[src/rtl/vid_out_timing_gen_if.sv]
// AXI4-Stream bundle carrying the frame buffer's pixel stream (tuser = SOF, tlast = EOL).
interface axi4_stream_if #(
    parameter int TDATA_WIDTH = 16,
    parameter int TUSER_WIDTH = 1
);
    logic [TDATA_WIDTH-1:0] tdata;
    logic                   tvalid;
    logic                   tready;
    logic                   tlast;
    logic [TUSER_WIDTH-1:0] tuser;

    modport master (output tdata, output tvalid, output tlast, output tuser, input tready);
    modport slave  (input tdata, input tvalid, input tlast, input tuser, output tready);
endinterface

[src/rtl/vid_out_timing_gen.sv]
// Raster timing generator that locks an AXI4-Stream pixel source to the frame; all outputs 1 clock after counters.
// Back-pressures the stream in blanking; flushes non-SOF beats while unlocked and holds SOF until the frame boundary.
module vid_out_timing_gen #(
    parameter int TDATA_WIDTH = 16,
    parameter int H_ACTIVE    = 1920,
    parameter int H_FP        = 88,
    parameter int H_SYNC      = 44,
    parameter int H_BP        = 148,
    parameter int V_ACTIVE    = 1080,
    parameter int V_FP        = 4,
    parameter int V_SYNC      = 5,
    parameter int V_BP        = 36,
    parameter bit HS_POL      = 1'b1,
    parameter bit VS_POL      = 1'b1
) (
    input  logic                   rd_clk_i,
    input  logic                   rd_rst_i,
    axi4_stream_if.slave           video_i,
    output logic [TDATA_WIDTH-1:0] vid_data_o,
    output logic                   vid_de_o,
    output logic                   vid_hs_o,
    output logic                   vid_vs_o,
    output logic                   locked_o,
    output logic                   underflow_o,
    output logic                   desync_o
);
    localparam int H_TOTAL = H_ACTIVE + H_FP + H_SYNC + H_BP;
    localparam int V_TOTAL = V_ACTIVE + V_FP + V_SYNC + V_BP;
    localparam int HW      = $clog2(H_TOTAL);
    localparam int VW      = $clog2(V_TOTAL);

    typedef enum logic {UNLOCKED = 1'b0, LOCKED = 1'b1} state_t;

    state_t                 state_q, state_d;
    logic [HW-1:0]          h_cnt;
    logic [VW-1:0]          v_cnt;
    logic                   h_wrap, v_last, frame_end, origin, line_end;
    logic                   active, hs_raw, vs_raw, sof;
    logic                   ready, accept, underflow_d, desync_d;
    logic [TDATA_WIDTH-1:0] data_d;

    assign h_wrap    = (h_cnt == HW'(H_TOTAL - 1));
    assign v_last    = (v_cnt == VW'(V_TOTAL - 1));
    assign frame_end = h_wrap && v_last;
    assign origin    = (h_cnt == '0) && (v_cnt == '0);
    assign line_end  = (h_cnt == HW'(H_ACTIVE - 1));
    assign active    = (h_cnt < HW'(H_ACTIVE)) && (v_cnt < VW'(V_ACTIVE));
    assign hs_raw    = (h_cnt >= HW'(H_ACTIVE + H_FP)) && (h_cnt < HW'(H_ACTIVE + H_FP + H_SYNC));
    assign vs_raw    = (v_cnt >= VW'(V_ACTIVE + V_FP)) && (v_cnt < VW'(V_ACTIVE + V_FP + V_SYNC));
    assign sof       = video_i.tuser[0];

    always_ff @(posedge rd_clk_i or posedge rd_rst_i) begin
        if (rd_rst_i) begin
            h_cnt <= '0;
            v_cnt <= '0;
        end else if (h_wrap) begin
            h_cnt <= '0;
            v_cnt <= v_last ? '0 : v_cnt + 1'b1;
        end else begin
            h_cnt <= h_cnt + 1'b1;
        end
    end

    always_comb begin
        state_d     = state_q;
        ready       = 1'b0;
        accept      = 1'b0;
        underflow_d = 1'b0;
        desync_d    = 1'b0;
        data_d      = '0;
        case (state_q)
            UNLOCKED: begin
                // Drain junk, but leave the SOF beat in place to become pixel (0,0).
                ready = !(video_i.tvalid && sof);
                if (frame_end && video_i.tvalid && sof) begin
                    state_d = LOCKED;
                end
            end
            LOCKED: begin
                ready       = active && !(sof && !origin);
                accept      = ready && video_i.tvalid;
                underflow_d = active && !video_i.tvalid;
                desync_d    = (active && video_i.tvalid && sof && !origin)
                            || (accept && origin && !sof)
                            || (accept && (video_i.tlast != line_end));
                if (accept) begin
                    data_d = video_i.tdata;
                end
                if (underflow_d || desync_d) begin
                    state_d = UNLOCKED;
                end
            end
            default: state_d = UNLOCKED;
        endcase
    end

    assign video_i.tready = ready && !rd_rst_i;
    assign locked_o       = (state_q == LOCKED);

    always_ff @(posedge rd_clk_i or posedge rd_rst_i) begin
        if (rd_rst_i) begin
            state_q     <= UNLOCKED;
            vid_data_o  <= '0;
            vid_de_o    <= 1'b0;
            vid_hs_o    <= !HS_POL;
            vid_vs_o    <= !VS_POL;
            underflow_o <= 1'b0;
            desync_o    <= 1'b0;
        end else begin
            state_q     <= state_d;
            vid_data_o  <= data_d;
            vid_de_o    <= active;
            vid_hs_o    <= hs_raw ? HS_POL : !HS_POL;
            vid_vs_o    <= vs_raw ? VS_POL : !VS_POL;
            underflow_o <= underflow_d;
            desync_o    <= desync_d;
        end
    end
endmodule

[src/flat_wrapper.sv]
// flat-port wrapper written by rule: the top's interface ports become plain ports
module vid_out_timing_gen_flat 
#(
    parameter int TDATA_WIDTH = 16,
    parameter int H_ACTIVE    = 1920,
    parameter int H_FP        = 88,
    parameter int H_SYNC      = 44,
    parameter int H_BP        = 148,
    parameter int V_ACTIVE    = 1080,
    parameter int V_FP        = 4,
    parameter int V_SYNC      = 5,
    parameter int V_BP        = 36,
    parameter bit HS_POL      = 1'b1,
    parameter bit VS_POL      = 1'b1
)
  (rd_clk_i, rd_rst_i, vid_data_o, vid_de_o, vid_hs_o, vid_vs_o, locked_o, underflow_o, desync_o, video_i_tdata, video_i_tvalid, video_i_tlast, video_i_tuser, video_i_tready);
  axi4_stream_if #(.TDATA_WIDTH(TDATA_WIDTH), .TUSER_WIDTH(1)) video_i_i ();
  input  logic rd_clk_i;
  input  logic rd_rst_i;
  output logic [TDATA_WIDTH-1:0] vid_data_o;
  output logic vid_de_o;
  output logic vid_hs_o;
  output logic vid_vs_o;
  output logic locked_o;
  output logic underflow_o;
  output logic desync_o;
  input wire logic [$bits(video_i_i.tdata)-1:0] video_i_tdata;
  input wire logic [$bits(video_i_i.tvalid)-1:0] video_i_tvalid;
  input wire logic [$bits(video_i_i.tlast)-1:0] video_i_tlast;
  input wire logic [$bits(video_i_i.tuser)-1:0] video_i_tuser;
  output wire logic [$bits(video_i_i.tready)-1:0] video_i_tready;
  assign video_i_i.tdata = video_i_tdata;
  assign video_i_i.tvalid = video_i_tvalid;
  assign video_i_i.tlast = video_i_tlast;
  assign video_i_i.tuser = video_i_tuser;
  assign video_i_tready = video_i_i.tready;
  vid_out_timing_gen #(.TDATA_WIDTH(TDATA_WIDTH), .H_ACTIVE(H_ACTIVE), .H_FP(H_FP), .H_SYNC(H_SYNC), .H_BP(H_BP), .V_ACTIVE(V_ACTIVE), .V_FP(V_FP), .V_SYNC(V_SYNC), .V_BP(V_BP), .HS_POL(HS_POL), .VS_POL(VS_POL)) u_core (.rd_clk_i(rd_clk_i), .rd_rst_i(rd_rst_i), .video_i(video_i_i), .vid_data_o(vid_data_o), .vid_de_o(vid_de_o), .vid_hs_o(vid_hs_o), .vid_vs_o(vid_vs_o), .locked_o(locked_o), .underflow_o(underflow_o), .desync_o(desync_o));
endmodule
[config.mk]
export PLATFORM = sky130hd
export DESIGN_NAME = vid_out_timing_gen_flat
export DESIGN_NICKNAME = d
export VERILOG_FILES = /design/src/rtl/vid_out_timing_gen_if.sv /design/src/rtl/vid_out_timing_gen.sv /design/src/flat_wrapper.sv
export SDC_FILE = /design/constraint.sdc
export NUM_CORES = 1
export LEC_CHECK = 0
export ABC_AREA = 1
export ABC_CLOCK_PERIOD_IN_PS = 2650
export CORE_MARGIN = 2
export CORE_UTILIZATION = 56
export DETAILED_ROUTE_END_ITERATION = 10
export HOLD_SLACK_MARGIN = 0.12
export PLACE_DENSITY = 0.84
export SYNTH_ARGS = -nofsm -noshare
export SYNTH_HDL_FRONTEND = slang
export SYNTH_SLANG_ARGS = --single-unit
[constraint.sdc]
create_clock -name rd_clk_i -period 2.65 [get_ports rd_clk_i]
set_clock_uncertainty 0.05 [all_clocks]
set_input_delay 0.265 -clock rd_clk_i [delete_from_list [all_inputs] [get_ports rd_clk_i]]
set_output_delay 0.265 -clock rd_clk_i [all_outputs]
set_load 0.005 [all_outputs]
* After elaboration in Yosys (flattened, before gate mapping)
Cells that the tools add are included.
Widths: inputs -> output; s select.
** Word-level totals
- Flip-flop bits (word level) :: 45
- Input port bits :: 21
- Output and inout bits :: 23
- Logic and storage cells :: 64
** Operators by class
- $add $sub $neg :: 2
- Magnitude comparators :: 6
- Equality and inequality tests :: 4
- Mux-type cells :: 12
- Bitwise logic cells :: 1
- Reductions and logical operators :: 30
** Operator list (number)
- $mux 16 :: 2
- $lt 11x11->1 const B :: 2
- $logic_and 1x1->1 :: 19
- $add 12x1->12 const B :: 1
- $eq 12x11->1 const B :: 1
- $eq 12x12->1 const B :: 1
- $ge 12x11->1 const B :: 1
- $logic_not 12->1 :: 1
- $lt 12x11->1 const B :: 1
- $lt 12x12->1 const B :: 1
- $mux 12 :: 1
- $add 11x1->11 const B :: 1
- $eq 11x11->1 const B :: 1
- $ge 11x11->1 const B :: 1
- $logic_not 11->1 :: 1
- $mux 11 :: 1
- $logic_not 1->1 :: 6
- $mux 1 :: 6
- $pmux 1 s2 :: 2
- $logic_or 1x1->1 :: 3
- $ne 1x1->1 :: 1
- $not 1->1 :: 1

* Logic depth before layout (Yosys ltp)
- Word-level depth :: 14
- Depth in mapped cells :: 12
- Gate-level depth less buffers :: 12

* Worst setup path before layout
No wires, ideal clock.
- Path type :: input-to-output
- Start :: input port rd_rst_i
- End :: output port video_i_tready
- Arrival time :: 1.468 ns
- Required time :: 2.335 ns
- Slack :: 0.867 ns
- Stages :: 3
- Path buffers :: 0
- Path through :: inv_1 > nand2_1 > nor2_1
** Between the ends
- Word-level cells in the longest chain between the ends :: 2
** RTL lines
- start: declaration :: line flat_wrapper.sv:19 : input logic rd_rst_i;
- $logic_not 1->1 (no source line)
- $logic_and 1x1->1 :: line vid_out_timing_gen.sv:97 : assign video_i.tready = ready && !rd_rst_i;
- end: declaration :: line flat_wrapper.sv:31 : output wire logic [$bits(video_i_i.tready)-1:0] video_i_tready;
No other way between the ends.

* Final worst setup path
- Start :: register u_core.v_cnt[0]
- End :: output port video_i_tready
** Between the ends
- Word-level cells in the longest chain between the ends :: 8
- Elaborated cells between the ends (all ways) :: 10
- Classes of those cells :: order compare: 1; mux: 1; reduce/logical: 8
** RTL lines
- start: declaration :: line vid_out_timing_gen.sv:36 : logic [VW-1:0] v_cnt;
- start signal: assignment :: line vid_out_timing_gen.sv:58 : v_cnt <= v_last ? '0 : v_cnt + 1'b1;
- branches (longest 5 deep; another with $lt 11x11->1)
- $logic_and 1x1->1 (*) :: line vid_out_timing_gen.sv:80 : ready = active && !(sof && !origin);
- $pmux 1 s2 (*) :: line vid_out_timing_gen.sv:71 : case (state_q)
- $logic_and 1x1->1 (*) :: line vid_out_timing_gen.sv:97
Every way passes the cells marked *.

==> flow_summary.json <==
{
  "run_status": "finished clean",
  "crit_family": "simple AND/OR/NAND/NOR gates",
  "drv_cap": 0,
  "seq_area_frac_synth_pct": 46.2,
  "drive_gt1_share_pct": 10.8,
  "cts_tree": "built",
  "dr.pass1.iters": 4,
  "fin_nets": 375,
  "path_buf_inv": 2,
  "min_period_ns": 2.52,
  "cts_root_buf": "clkbuf_8",
  "syn2layout_area_growth_pct": 24.1,
  "grt_util_all_layers_pct": 23.1,
  "drv_slew": 0,
  "synthFlopType": "dfrtp_1",
  "rows": 23,
  "ant_nets": 0,
  "start_util_pct": 59.6,
  "avgSynthCellArea_um2": 8.07,
  "critPathMaxStageDelay_ns": 0.51,
  "worstPathMaxFanout": 4,
  "hpwlAfterDp_mm": 3.86,
  "antenna_cells": 0,
  "crit_arrival_ns": 2.21,
  "htreeDepth": 2,
  "worst-path-stages": 11,
  "drc": 0,
  "cpMostUsedCell": "nand2_1",
  "drt-wirelength-per-cell_um": 12.8,
  "cts_buffers": 5,
  "synth_nets": 327,
  "start_kind": "flop",
  "syn_inst": 302,
  "max_freq_ghz": 0.397,
  "ys_warn_count": 0,
  "peakVddDrop_uv": 293,
  "dieArea_um2": 4890,
  "async_reset_ff_share_pct": 100,
  "criticalPathCategory": "reg -> out",
  "p_leak_nw": 1.48,
  "power_density_nw_per_um2": 421,
  "setup_viol": 0,
  "clk_pin_slew_ns": 0.09,
  "clk_latency_ns": 0.30,
  "hp-class": "in -> async",
  "globalplace.congestion": 0.910,
  "endpoint_kind": "primary output",
  "cp.required_ns": 2.34,
  "reg2reg_depth": 8,
  "synth_edf_count": 0,
  "fin_tns_setup_ns": 0,
  "grt_max_degree": 46,
  "die_width_um": 70.0,
  "overflow": 0,
  "cp_slowest_cell": "clkdlybuf4s50_1",
  "ioPinCount": 44,
  "fp.dieH_um": 70.0,
  "timing.max_slew.rel_slack_pct": 63.1,
  "synth.area.top_cells": "dfrtp_1 (46%), inv_1 (8.6%), nand2_1 (8.2%), nor2_1 (5.9%), nor2_4 (5.5%)",
  "hold_violations": 0,
  "port_buffers": 43,
  "grt_pass1_wl_mm": 9.07,
  "ys_seq_elements": 45,
  "netlist_area_um2": 2440,
  "cp_cell_sequence": "inv_1 -> ha_1 -> nand3_1 -> nor2_2 -> nand3_1 -> nand2_2 -> nand2_1 -> nand2_1 -> nand2_1 -> nor2_1 -> clkdlybuf4s50_1",
  "cts_buffer_depth": 2,
  "drt-initial-drc-count": 186,
  "yosysUniqueCellTypes": 30,
  "netlist.area_leader.share_pct": 46.2,
  "antenna_found_initial": 0,
  "fin_crit_sh_pct": 95.1,
  "core_area_um2": 4090,
  "drt_wl_total_mm": 5.14,
  "dpl.cell_count": 392,
  "via_count": 2020,
  "rsz0062_at_grt": "false",
  "synth_largest_area_cell": "dfrtp_1",
  "n_fill_cell": 321,
  "instances_no_fill": 401,
  "numClockSinks": 45,
  "grt_pass1_vias": 1969,
  "via_per_inst": 5.04,
  "worst_slew_pin_slew_ns": 0.553
}
[routing by layer]
| layer | global-route usage (%) | up-vias | share of wire, % |
|---|---|---|---|
| met5 | 0 | - | 0 |
| met4 | 8.12 | 0 | 1.4 |
| met3 | 5.19 | 6 | 4.9 |
| met2 | 38.7 | 54 | 51 |
| met1 | 29.3 | 925 | 43 |
| li1 | - | 1035 | - |
[cell families after synthesis]
group | Yosys count | synth area share (%)
compound gates | 25 | 5.75
xor+xnor | 7 | 2.52
fa+ha+maj | 4 | 2.05
buf+inv | 64 | 10.8
flops | 45 | 46.2
simple gates | 157 | 32.6
[cell usage after synthesis, types with 2 or more instances]
cell type	number
nand4_1	9
xor2_1	6
nand3_1	22
nand2_2	2
o21ai_0	9
a21oi_1	3
nor2_4	12
nand2_1	53
nor3_1	12
ha_1	4
dfrtp_1	45
nor2_1	38
nor2_2	4
inv_1	56
o21ai_1	9
inv_2	4
[area by class of cell]
class	instances	area (um^2)	area share, %
tap	50	62.6	2.07
timing repair buffer	45	445	14.7
clock buffer	6	72.6	2.40
multi-input combinational	193	1050	34.8
sequential	45	1130	37.2
clock inverter	2	38.8	1.28
inverter	60	225	7.45
[sequential cells by signal (all words and copies together), names as in the netlist]
name / cells
u_core.vid_data_o: 16
u_core.locked_o: 1
u_core.h_cnt: 12
u_core.v_cnt: 11
u_core.underflow_o: 1
u_core.vid_de_o: 1
u_core.vid_vs_o: 1
u_core.vid_hs_o: 1
u_core.desync_o: 1
[power breakdown]
group / internal, mW / switching [mW]
clock network: 0.283 / 0.238
registers: 0.686 / 0
logic: 0.0333 / 0.0320
[path summary, 6_finish.rpt]
| path | slack, ns | end | startpoint |
|---|---|---|---|
| max | 0.13 | video_i_tready | u_core.v_cnt[0] |
| min | 0.41 | u_core.vid_data_o[13] | rd_rst_i |
| max reg2reg | 0.85 | u_core.vid_data_o[0] | u_core.v_cnt[0] |
| min reg2reg | 0.42 | u_core.h_cnt[0] | u_core.h_cnt[0] |
| max in group asynchronous | 1.77 | u_core.v_cnt[1] | rd_rst_i |
| min in group rd_clk_i | 0.42 | u_core.h_cnt[0] | u_core.h_cnt[0] |
[worst reg2reg max path, delay by kind of cell, from the launching register on]
family,cells,cell delay [ns]
fa+ha+maj,1,0.20
buf+inv,1,0.12
flops,1,0.41
simple gates,6,0.94
[what timing repair did]
item | in CTS | in global routing
hold buffers | 0 | 0
resized for setup | 0 | 2
endpoints found under the setup margin | 0 | 1
setup buffers | 0 | 1
hold endpoints to repair | 0 | 0
[metrics by stage]
| step | utilization [%] | worst slack [ns] | hold WS [ns] | area, um^2 | power [mW] |
|---|---|---|---|---|---|
| after floorplan | - | 0.867 | 0.288 | 2440 | 0.726 |
| final | 74.0 | 0.129 | 0.411 | 3020 | 1.27 |
| after global routing | 74.0 | 0.00363 | 0.436 | 3020 | 1.33 |
| after global placement | 70.9 | 0.511 | 0.409 | 2900 | 0.764 |
| after CTS | 73.6 | 0.0908 | 0.412 | 3010 | 1.29 |
| after detailed placement | 70.9 | 0.443 | 0.416 | 2900 | 0.766 |
[layout by cell type, fill, tap and decap left out]
cell and n:
o41ai_1 1, bufinv_16 1, nand3_4 1, o21ai_1 9, inv_1 55, clkbuf_1 1, nand3b_1 1, and3_1 1
nand2_2 2, nor2_4 12, nand3_1 22, a21oi_1 3, nor3_1 11, clkinv_4 1, clkdlybuf4s50_1 43, nand4_2 1
nor2_1 37, dfrtp_1 45, nand4_1 9, a21oi_2 1, clkinv_1 1, ha_1 4, clkbuf_8 5, nor2_2 5
nor3_2 2, o221ai_1 1, nand2_1 53, o21ai_2 1, xor2_1 6, xnor2_1 1, o21ai_0 9, buf_4 2
inv_2 4
No activity file was read; power rests on OpenSTA's default activity.
